**config.mk**
```make
export PLATFORM = sky130hd
export DESIGN_NAME = channel_engine
export DESIGN_NICKNAME = d
export VERILOG_FILES = /design/src/rtl/channel_pkg.sv /design/src/rtl/channel_timeout.sv /design/src/rtl/channel_engine.sv
export SDC_FILE = /design/constraint.sdc
export NUM_CORES = 1
export LEC_CHECK = 0
export BUFFER_PORTS_ARGS = -buffer_cell sky130_fd_sc_hd__buf_2
export CAP_MARGIN = 20
export CORE_MARGIN = 8
export CORE_UTILIZATION = 44
export CTS_CLUSTER_DIAMETER = 150
export DETAILED_ROUTE_END_ITERATION = 12
export PLACE_DENSITY = 0.68
export SLEW_MARGIN = 0
export SYNTH_ARGS = -nofsm -noshare
export SYNTH_HDL_FRONTEND = slang
export SYNTH_SLANG_ARGS = --single-unit
```
**constraint.sdc**
```tcl
create_clock -name clk -period 2.1 [get_ports clk]
set_clock_uncertainty 0.05 [all_clocks]
set_input_delay 0.21 -clock clk [delete_from_list [all_inputs] [get_ports clk]]
set_output_delay 0.21 -clock clk [all_outputs]
set_load 0.05 [all_outputs]
```
**src/rtl/channel_pkg.sv**
```systemverilog
// Shared encodings for the parallel-channel engine: FSM states, result codes and
// status-byte bit positions.
package channel_pkg;

    typedef enum logic [3:0] {
        ST_IDLE,
        ST_SEL_ADDR,
        ST_SEL_SELECT,
        ST_SEL_ADDR_IN,
        ST_SEL_CMD,
        ST_SEL_STATUS,
        ST_SEL_SVC,
        ST_SELECTED,
        ST_SEND,
        ST_SEND_ACK,
        ST_RECV,
        ST_RECV_ACK,
        ST_STOP,
        ST_ENDING
    } state_t;

    typedef enum logic [2:0] {
        RES_OK         = 3'd0,
        RES_SHORT_BUSY = 3'd1,
        RES_NO_DEVICE  = 3'd2,
        RES_UNIT_CHECK = 3'd3,
        RES_TIMEOUT    = 3'd4,
        RES_PARITY     = 3'd5
    } result_t;

    localparam int STAT_DE   = 2;
    localparam int STAT_UC   = 1;
    localparam int STAT_BUSY = 4;
    localparam logic [7:0] STATUS_SHORT_BUSY = 8'h10;

    // States where the engine is waiting on the device and the interface timer runs.
    function automatic logic is_wait_state(input state_t s);
        return !(s inside {ST_IDLE, ST_SEL_ADDR, ST_SEND, ST_RECV});
    endfunction

endpackage

```
**src/rtl/channel_timeout.sv**
```systemverilog
// Per-state interface timer: reloads on clear or when idle, counts down while
// enabled, and flags expiry once TIMEOUT_CYCLES have elapsed in one state.
module channel_timeout
    import channel_pkg::*;
#(
    parameter int TIMEOUT_CYCLES = 4096
) (
    input  logic clk,
    input  logic reset_n,
    input  logic clear,
    input  logic enable,
    output logic expired
);
    localparam int W = $clog2(TIMEOUT_CYCLES + 1);
    localparam logic [W-1:0] LOAD = W'(TIMEOUT_CYCLES);

    logic [W-1:0] remaining;

    always_ff @(posedge clk or negedge reset_n) begin
        if (!reset_n) begin
            remaining <= LOAD;
        end else if (clear || !enable) begin
            remaining <= LOAD;
        end else if (remaining != '0) begin
            remaining <= remaining - W'(1);
        end
    end

    // Masked by clear so a count left over from the previous state never fires.
    assign expired = enable && !clear && (remaining == '0);

endmodule

```
**src/rtl/channel_engine.sv**
```systemverilog
// Bus-and-tag channel engine: selection, counted byte transfer, stop and ending status.
// Optional inbound/outbound bus parity is enabled by defining CHANNEL_PARITY_EN.
module channel_engine
    import channel_pkg::*;
#(
    parameter int ADDR_SETUP_CYCLES = 4,
    parameter int TIMEOUT_CYCLES    = 4096,
    parameter int COUNT_WIDTH       = 16
) (
    input  logic                   clk,
    input  logic                   reset_n,
    input  logic [7:0]             a_bus_in,
    output logic [7:0]             a_bus_out,
    output logic                   a_operational_out,
    output logic                   a_hold_out,
    output logic                   a_select_out,
    output logic                   a_address_out,
    output logic                   a_command_out,
    output logic                   a_service_out,
    output logic                   a_suppress_out,
    input  logic                   a_operational_in,
    input  logic                   a_select_in,
    input  logic                   a_address_in,
    input  logic                   a_status_in,
    input  logic                   a_service_in,
    input  logic                   a_request_in,
    input  logic [7:0]             addr,
    input  logic [7:0]             command,
    input  logic [COUNT_WIDTH-1:0] count,
    input  logic                   start,
    input  logic                   stop,
    output logic                   active,
    output logic [COUNT_WIDTH-1:0] residual,
    output logic                   done,
    output logic [2:0]             result,
    output logic [7:0]             status_tdata,
    output logic                   status_tvalid,
    input  logic [7:0]             data_send_tdata,
    input  logic                   data_send_tvalid,
    output logic                   data_send_tready,
`ifdef CHANNEL_PARITY_EN
    input  logic                   a_bus_in_p,
    output logic                   a_bus_out_p,
`endif
    output logic [7:0]             data_recv_tdata,
    output logic                   data_recv_tvalid,
    input  logic                   data_recv_tready
);
    // States: IDLE wait start | SEL_* selection and initial status | SELECTED wait
    // service/status | SEND(_ACK)/RECV(_ACK) one byte | STOP command-out stop | ENDING status.
    localparam int SETUP_W = (ADDR_SETUP_CYCLES > 1) ? $clog2(ADDR_SETUP_CYCLES) : 1;
    localparam logic [SETUP_W-1:0] SETUP_LOAD = SETUP_W'(ADDR_SETUP_CYCLES - 1);

    state_t               state, prev_state;
    logic [7:0]           addr_q, cmd_q, stat_q;
    logic [SETUP_W-1:0]   setup_cnt;
    logic                 short_busy, par_err, bad_par;
    logic                 tmo_clear, tmo_enable, tmo_expired;
    logic                 unused_request;

    assign unused_request = a_request_in;
    assign active         = (state != ST_IDLE);
    assign tmo_clear      = (state != prev_state);
    assign tmo_enable     = is_wait_state(state);

`ifdef CHANNEL_PARITY_EN
    assign bad_par     = ~(^{a_bus_in, a_bus_in_p});
    assign a_bus_out_p = ~(^a_bus_out);
`else
    assign bad_par = 1'b0;
`endif

    channel_timeout #(.TIMEOUT_CYCLES(TIMEOUT_CYCLES)) u_timeout (
        .clk     (clk),
        .reset_n (reset_n),
        .clear   (tmo_clear),
        .enable  (tmo_enable),
        .expired (tmo_expired)
    );

    task automatic end_op(input result_t code);
        state            <= ST_IDLE;
        done             <= 1'b1;
        result           <= code;
        a_hold_out       <= 1'b0;
        a_select_out     <= 1'b0;
        a_address_out    <= 1'b0;
        a_command_out    <= 1'b0;
        a_service_out    <= 1'b0;
        a_bus_out        <= '0;
        data_send_tready <= 1'b0;
        data_recv_tvalid <= 1'b0;
    endtask

    always_ff @(posedge clk or negedge reset_n) begin
        if (!reset_n) begin
            state             <= ST_IDLE;
            prev_state        <= ST_IDLE;
            addr_q            <= '0;
            cmd_q             <= '0;
            stat_q            <= '0;
            setup_cnt         <= '0;
            short_busy        <= 1'b0;
            par_err           <= 1'b0;
            a_bus_out         <= '0;
            a_operational_out <= 1'b0;
            a_hold_out        <= 1'b0;
            a_select_out      <= 1'b0;
            a_address_out     <= 1'b0;
            a_command_out     <= 1'b0;
            a_service_out     <= 1'b0;
            a_suppress_out    <= 1'b0;
            residual          <= '0;
            done              <= 1'b0;
            result            <= '0;
            status_tdata      <= '0;
            status_tvalid     <= 1'b0;
            data_send_tready  <= 1'b0;
            data_recv_tdata   <= '0;
            data_recv_tvalid  <= 1'b0;
        end else begin
            done              <= 1'b0;
            status_tvalid     <= 1'b0;
            a_operational_out <= 1'b1;
            prev_state        <= state;
            if (tmo_expired) begin
                end_op(RES_TIMEOUT);
            end else begin
                case (state)
                    ST_IDLE: if (start && !a_select_in && !a_status_in && !a_operational_in) begin
                        addr_q        <= addr;
                        cmd_q         <= command;
                        residual      <= count;
                        short_busy    <= 1'b0;
                        par_err       <= 1'b0;
                        a_bus_out     <= addr;
                        a_address_out <= 1'b1;
                        setup_cnt     <= SETUP_LOAD;
                        state         <= ST_SEL_ADDR;
                    end
                    ST_SEL_ADDR: if (setup_cnt == '0) begin
                        a_hold_out   <= 1'b1;
                        a_select_out <= 1'b1;
                        state        <= ST_SEL_SELECT;
                    end else begin
                        setup_cnt <= setup_cnt - SETUP_W'(1);
                    end
                    ST_SEL_SELECT: if (a_operational_in) begin
                        a_address_out <= 1'b0;
                        a_bus_out     <= '0;
                        state         <= ST_SEL_ADDR_IN;
                    end else if (a_status_in) begin
                        if (bad_par) end_op(RES_PARITY);
                        else if (a_bus_in == STATUS_SHORT_BUSY) begin
                            stat_q        <= a_bus_in;
                            short_busy    <= 1'b1;
                            a_service_out <= 1'b1;
                            state         <= ST_SEL_SVC;
                        end
                    end else if (a_select_in) begin
                        end_op(RES_NO_DEVICE);
                    end
                    ST_SEL_ADDR_IN: if (a_address_in) begin
                        if (bad_par) end_op(RES_PARITY);
                        else if (a_bus_in != addr_q) end_op(RES_TIMEOUT);
                        else begin
                            a_bus_out     <= cmd_q;
                            a_command_out <= 1'b1;
                            state         <= ST_SEL_CMD;
                        end
                    end
                    ST_SEL_CMD: if (!a_address_in) begin
                        a_command_out <= 1'b0;
                        a_bus_out     <= '0;
                        state         <= ST_SEL_STATUS;
                    end
                    ST_SEL_STATUS: if (a_status_in) begin
                        if (bad_par) end_op(RES_PARITY);
                        else begin
                            stat_q        <= a_bus_in;
                            status_tdata  <= a_bus_in;
                            status_tvalid <= 1'b1;
                            a_service_out <= 1'b1;
                            state         <= ST_SEL_SVC;
                        end
                    end
                    ST_SEL_SVC: if (!a_status_in) begin
                        a_service_out <= 1'b0;
                        if (short_busy) end_op(RES_SHORT_BUSY);
                        else if (stat_q == 8'h00 && cmd_q != 8'h00) state <= ST_SELECTED;
                        else end_op(stat_q[STAT_UC] ? RES_UNIT_CHECK : RES_OK);
                    end
                    ST_SELECTED: if (a_service_in) begin
                        if (stop || residual == '0) begin
                            a_command_out <= 1'b1;
                            state         <= ST_STOP;
                        end else if (cmd_q[0]) begin
                            data_send_tready <= 1'b1;
                            state            <= ST_SEND;
                        end else if (bad_par) begin
                            par_err       <= 1'b1;
                            a_command_out <= 1'b1;
                            state         <= ST_STOP;
                        end else begin
                            data_recv_tdata  <= a_bus_in;
                            data_recv_tvalid <= 1'b1;
                            state            <= ST_RECV;
                        end
                    end else if (a_status_in) begin
                        if (bad_par) end_op(RES_PARITY);
                        else begin
                            stat_q        <= a_bus_in;
                            status_tdata  <= a_bus_in;
                            status_tvalid <= 1'b1;
                            a_service_out <= 1'b1;
                            state         <= ST_ENDING;
                        end
                    end
                    ST_SEND: if (stop) begin
                        data_send_tready <= 1'b0;
                        a_command_out    <= 1'b1;
                        state            <= ST_STOP;
                    end else if (data_send_tvalid && data_send_tready) begin
                        a_bus_out        <= data_send_tdata;
                        a_service_out    <= 1'b1;
                        data_send_tready <= 1'b0;
                        residual         <= (residual == '0) ? '0 : residual - COUNT_WIDTH'(1);
                        state            <= ST_SEND_ACK;
                    end
                    ST_SEND_ACK: if (!a_service_in) begin
                        a_service_out <= 1'b0;
                        a_bus_out     <= '0;
                        state         <= ST_SELECTED;
                    end
                    ST_RECV: if (stop) begin
                        data_recv_tvalid <= 1'b0;
                        a_command_out    <= 1'b1;
                        state            <= ST_STOP;
                    end else if (data_recv_tready) begin
                        data_recv_tvalid <= 1'b0;
                        a_service_out    <= 1'b1;
                        residual         <= (residual == '0) ? '0 : residual - COUNT_WIDTH'(1);
                        state            <= ST_RECV_ACK;
                    end
                    ST_RECV_ACK: if (!a_service_in) begin
                        a_service_out <= 1'b0;
                        state         <= ST_SELECTED;
                    end
                    ST_STOP: if (!a_service_in) begin
                        a_command_out <= 1'b0;
                        if (par_err) end_op(RES_PARITY);
                        else state <= ST_SELECTED;
                    end
                    ST_ENDING: if (!a_status_in) begin
                        a_service_out <= 1'b0;
                        if (stat_q[STAT_DE]) end_op(stat_q[STAT_UC] ? RES_UNIT_CHECK : RES_OK);
                        else state <= ST_SELECTED;
                    end
                    default: state <= ST_IDLE;
                endcase
            end
        end
    end

endmodule

```
==> results.json <==
{
  "cts_root_buf": "clkbuf_16",
  "drt_iter0_drc": 421,
  "grt_max_degree": 49,
  "critical_path_required_ns": 2.32,
  "clkTransAtPathRegs_ns": 0.08,
  "grt-ovfl-total": 0,
  "core_area_um2": 13200,
  "remaining_drc_errors": 0,
  "fin_ws_ns": -0.294,
  "finalSetupViolations": 67,
  "routabilityCongestion": 0.949,
  "syn_inst": 605,
  "dr.pass1.iters": 7,
  "dieArea_um2": 17400,
  "crit_top_cell": "buf_4",
  "synth.top_cell.area_share": 0.420,
  "wl_um": 20500,
  "die_h_um": 132,
  "netlist_area_um2": 5890,
  "layout.nets": 938,
  "dp_hpwl_um": 15400,
  "cts_htree_levels": 3,
  "async_flop_share": 1.00,
  "place_inst": 1015,
  "instances_no_fill": 1053,
  "multi_input_area_um2": 3590,
  "yosysSeqAreaShare": 0.425,
  "drive_gt1_frac": 0.511,
  "holdWs_ns": 0.0381,
  "most-common-layout-cells": "buf_4 (160), buf_2 (110), dfrtp_1 (91)",
  "maxSlewViolCount": 0,
  "grt_first_pass_wirelength_um": 32700,
  "cts_buffers": 9,
  "post-route-period-util": 1.14,
  "critPathMaxStageDelay_ns": 0.66,
  "worst_ep_arrival_time_ns": 2.61,
  "rsz0062_at_grt": "yes",
  "crit_chain": "buf_4 -> or4b_2 -> buf_4 -> o22ai_1 -> a31o_2 -> a21o_1 -> mux2i_1",
  "wl_per_cell_um": 19.5,
  "cap_violations": 0,
  "max_freq_mhz": 418,
  "ys_top_cells_by_area": "dfrtp_1 (42%), mux2_2 (6.1%), nor2_1 (3.5%)",
  "clk-insertion-delay-late_ns": 0.36,
  "clk_path_buf_depth": 2,
  "fillers": 1090,
  "min_period_ns": 2.39,
  "failed_checks": "negative setup slack",
  "cts_tree": "done",
  "synth_fp_nets": 670,
  "final_antenna_net_count": 0,
  "num_io_pins": 115,
  "min_path_type": "input pin to register",
  "yosysUniqueCellTypes": 77,
  "cp-start-kind": "register",
  "synth_ff_type": "dfrtp_1",
  "crit_fanout": 4,
  "routed_via_density": 5.70,
  "synth_top_area_cell": "dfrtp_1",
  "routed-via-count": 5998,
  "reg2reg_setup_slack_ns": -0.29,
  "final-hold-violation-count": 0,
  "r2r.worst_path.cells": 7,
  "crit_type": "register to register",
  "start_util": 0.447,
  "die_w_um": 132,
  "vdd_ir_drop_max_mv": 0.913,
  "p_leak_uw": 0.00415,
  "synthToLayoutAreaGrowth_pct": 49.0,
  "status": "complete, but fails checks",
  "grt_pass1_vias": 6155,
  "avgSynthCellArea_um2": 9.74,
  "n_antenna_cell": 0,
  "cp-end-kind": "register",
  "synth_edf_count": 0,
  "port-buffer-count": 112,
  "yosys_warnings": 1,
  "antenna_found_initial": 1,
  "cts_num_sinks": 100,
  "synth-seq-cells": 100,
  "relSlewSlack": 0.582,
  "final_common_cell": "buf_4",
  "rows": 42,
  "min_path_cells": 2,
  "power_density_nw_per_um2": 1820,
  "max_slew.worst_pin.slew_ns": 0.627,
  "regArea_um2": 2510,
  "cp_slowest_cell": "or4b_2",
  "grt_usage": 0.231
}
## flip-flops by register name (all words and copies together) (netlist names), 2 cells and up
register,flops
residual,16
u_timeout.remaining,13
a_bus_out,8
addr_q,8
cmd_q,8
data_recv_tdata,8
stat_q,8
status_tdata,8
prev_state,4
state,4
result,3
setup_cnt,2
## Yosys cell counts, types with 5 or more instances
library cell and n:
dfrtp_1 99, nor2_1 55, nand2_1 36, o21ai_0 34, mux2_2 32, a21oi_1 31
inv_1 21, nor3_1 19, clkbuf_1 17, nor4_1 14, xor2_1 13, buf_2 11
mux2_4 11, o2bb2ai_1 11, or3_1 11, nand2b_1 10, a222oi_1 9, nand3_1 9
xnor2_1 8, or4_1 7, a211oi_1 6, a22o_1 6, a32oi_1 6, and3_1 6
or2_2 6, a21o_1 5, a22oi_1 5, a31oi_1 5, ha_1 5, o211ai_1 5
o31ai_1 5
## what timing repair did
action | CTS | global route
resized for setup | 67 | 55
endpoints found under the hold margin | 40 | 0
endpoints found under the setup margin | 84 | 86
setup buffers | 11 | 8
hold buffers | 1 | 0
cloned | 4 | 1
pin swaps | 15 | 16
## metrics by stage
step | total power, µW | TNS, ns | utilization | area (µm²) | setup WS (ns)
after CTS | 15300 | -7.79 | 0.644 | 8490 | -0.253
after floorplan | 9670 | -2.98 | - | 6020 | -0.198
after detailed placement | 12900 | -21.23 | 0.591 | 7790 | -0.422
after global routing | 16900 | -12.99 | 0.666 | 8780 | -0.328
after global placement | 12700 | -17.26 | 0.591 | 7790 | -0.380
final | 16000 | -7.71 | 0.666 | 8780 | -0.294
## final timing paths
kind | end | from
worst max-delay path | state[0]$_DFFE_PN0P_ | state[0]$_DFFE_PN0P_
worst min-delay path | cmd_q[6]$_DFFE_PN0P_ | command[6]
worst max register to register | state[0]$_DFFE_PN0P_ | state[0]$_DFFE_PN0P_
worst min register to register | result[2]$_DFFE_PN0P_ | result[2]$_DFFE_PN0P_
max in group asynchronous | a_bus_out[1]$_DFFE_PN0P_ | reset_n
min in group asynchronous | data_recv_tdata[0]$_DFFE_PN0P_ | reset_n
## routing by layer
layer,vias up,share of wire,GRT usage
li1,2808,-,-
met1,2942,0.43,0.294
met2,203,0.49,0.379
met3,43,0.050,0.0450
met4,2,0.030,0.0938
met5,-,0.00039,0
## where the power goes
group | total (µW) | internal [µW] | switching [µW] | leakage [µW]
Sequential | 3510 | 2840 | 672 | 0.00124
Combinational | 10700 | 4840 | 5850 | 0.00277
Clock | 1770 | 945 | 820 | 0.000149
## kinds of logic (layout without fill, tap and decap cells)
group | Yosys count | in the layout | synth area share
AO/OA/AOI/OAI | 164 | 164 | 0.200
buffers and inverters | 61 | 331 | 0.0488
other | 2 | 2 | 0.00127
adder cells (fa/ha/maj) | 5 | 5 | 0.0106
XOR/XNOR | 21 | 21 | 0.0312
flip-flops | 100 | 100 | 0.425
multiplexers | 47 | 47 | 0.0959
AND/OR/NAND/NOR | 205 | 207 | 0.188
## layout make-up
| type | instances | area share |
|---|---|---|
| timing repair buffer | 294 | 0.236 |
| inverter | 22 | 0.00969 |
| clock buffer | 9 | 0.0256 |
| multi-input combinational | 446 | 0.409 |
| clock inverter | 6 | 0.00869 |
| sequential | 100 | 0.286 |
| tap | 176 | 0.0251 |
## worst max-delay path: cells and delay by family, from the launching register on
kind	cells	cell delay [ns]
DFF	1	0.44
muxes	1	0.25
buffers and inverters	2	0.34
AOI/OAI and AO/OA	3	0.55
and+or+nand+nor	1	0.66
(Power assumes the default switching activity.)
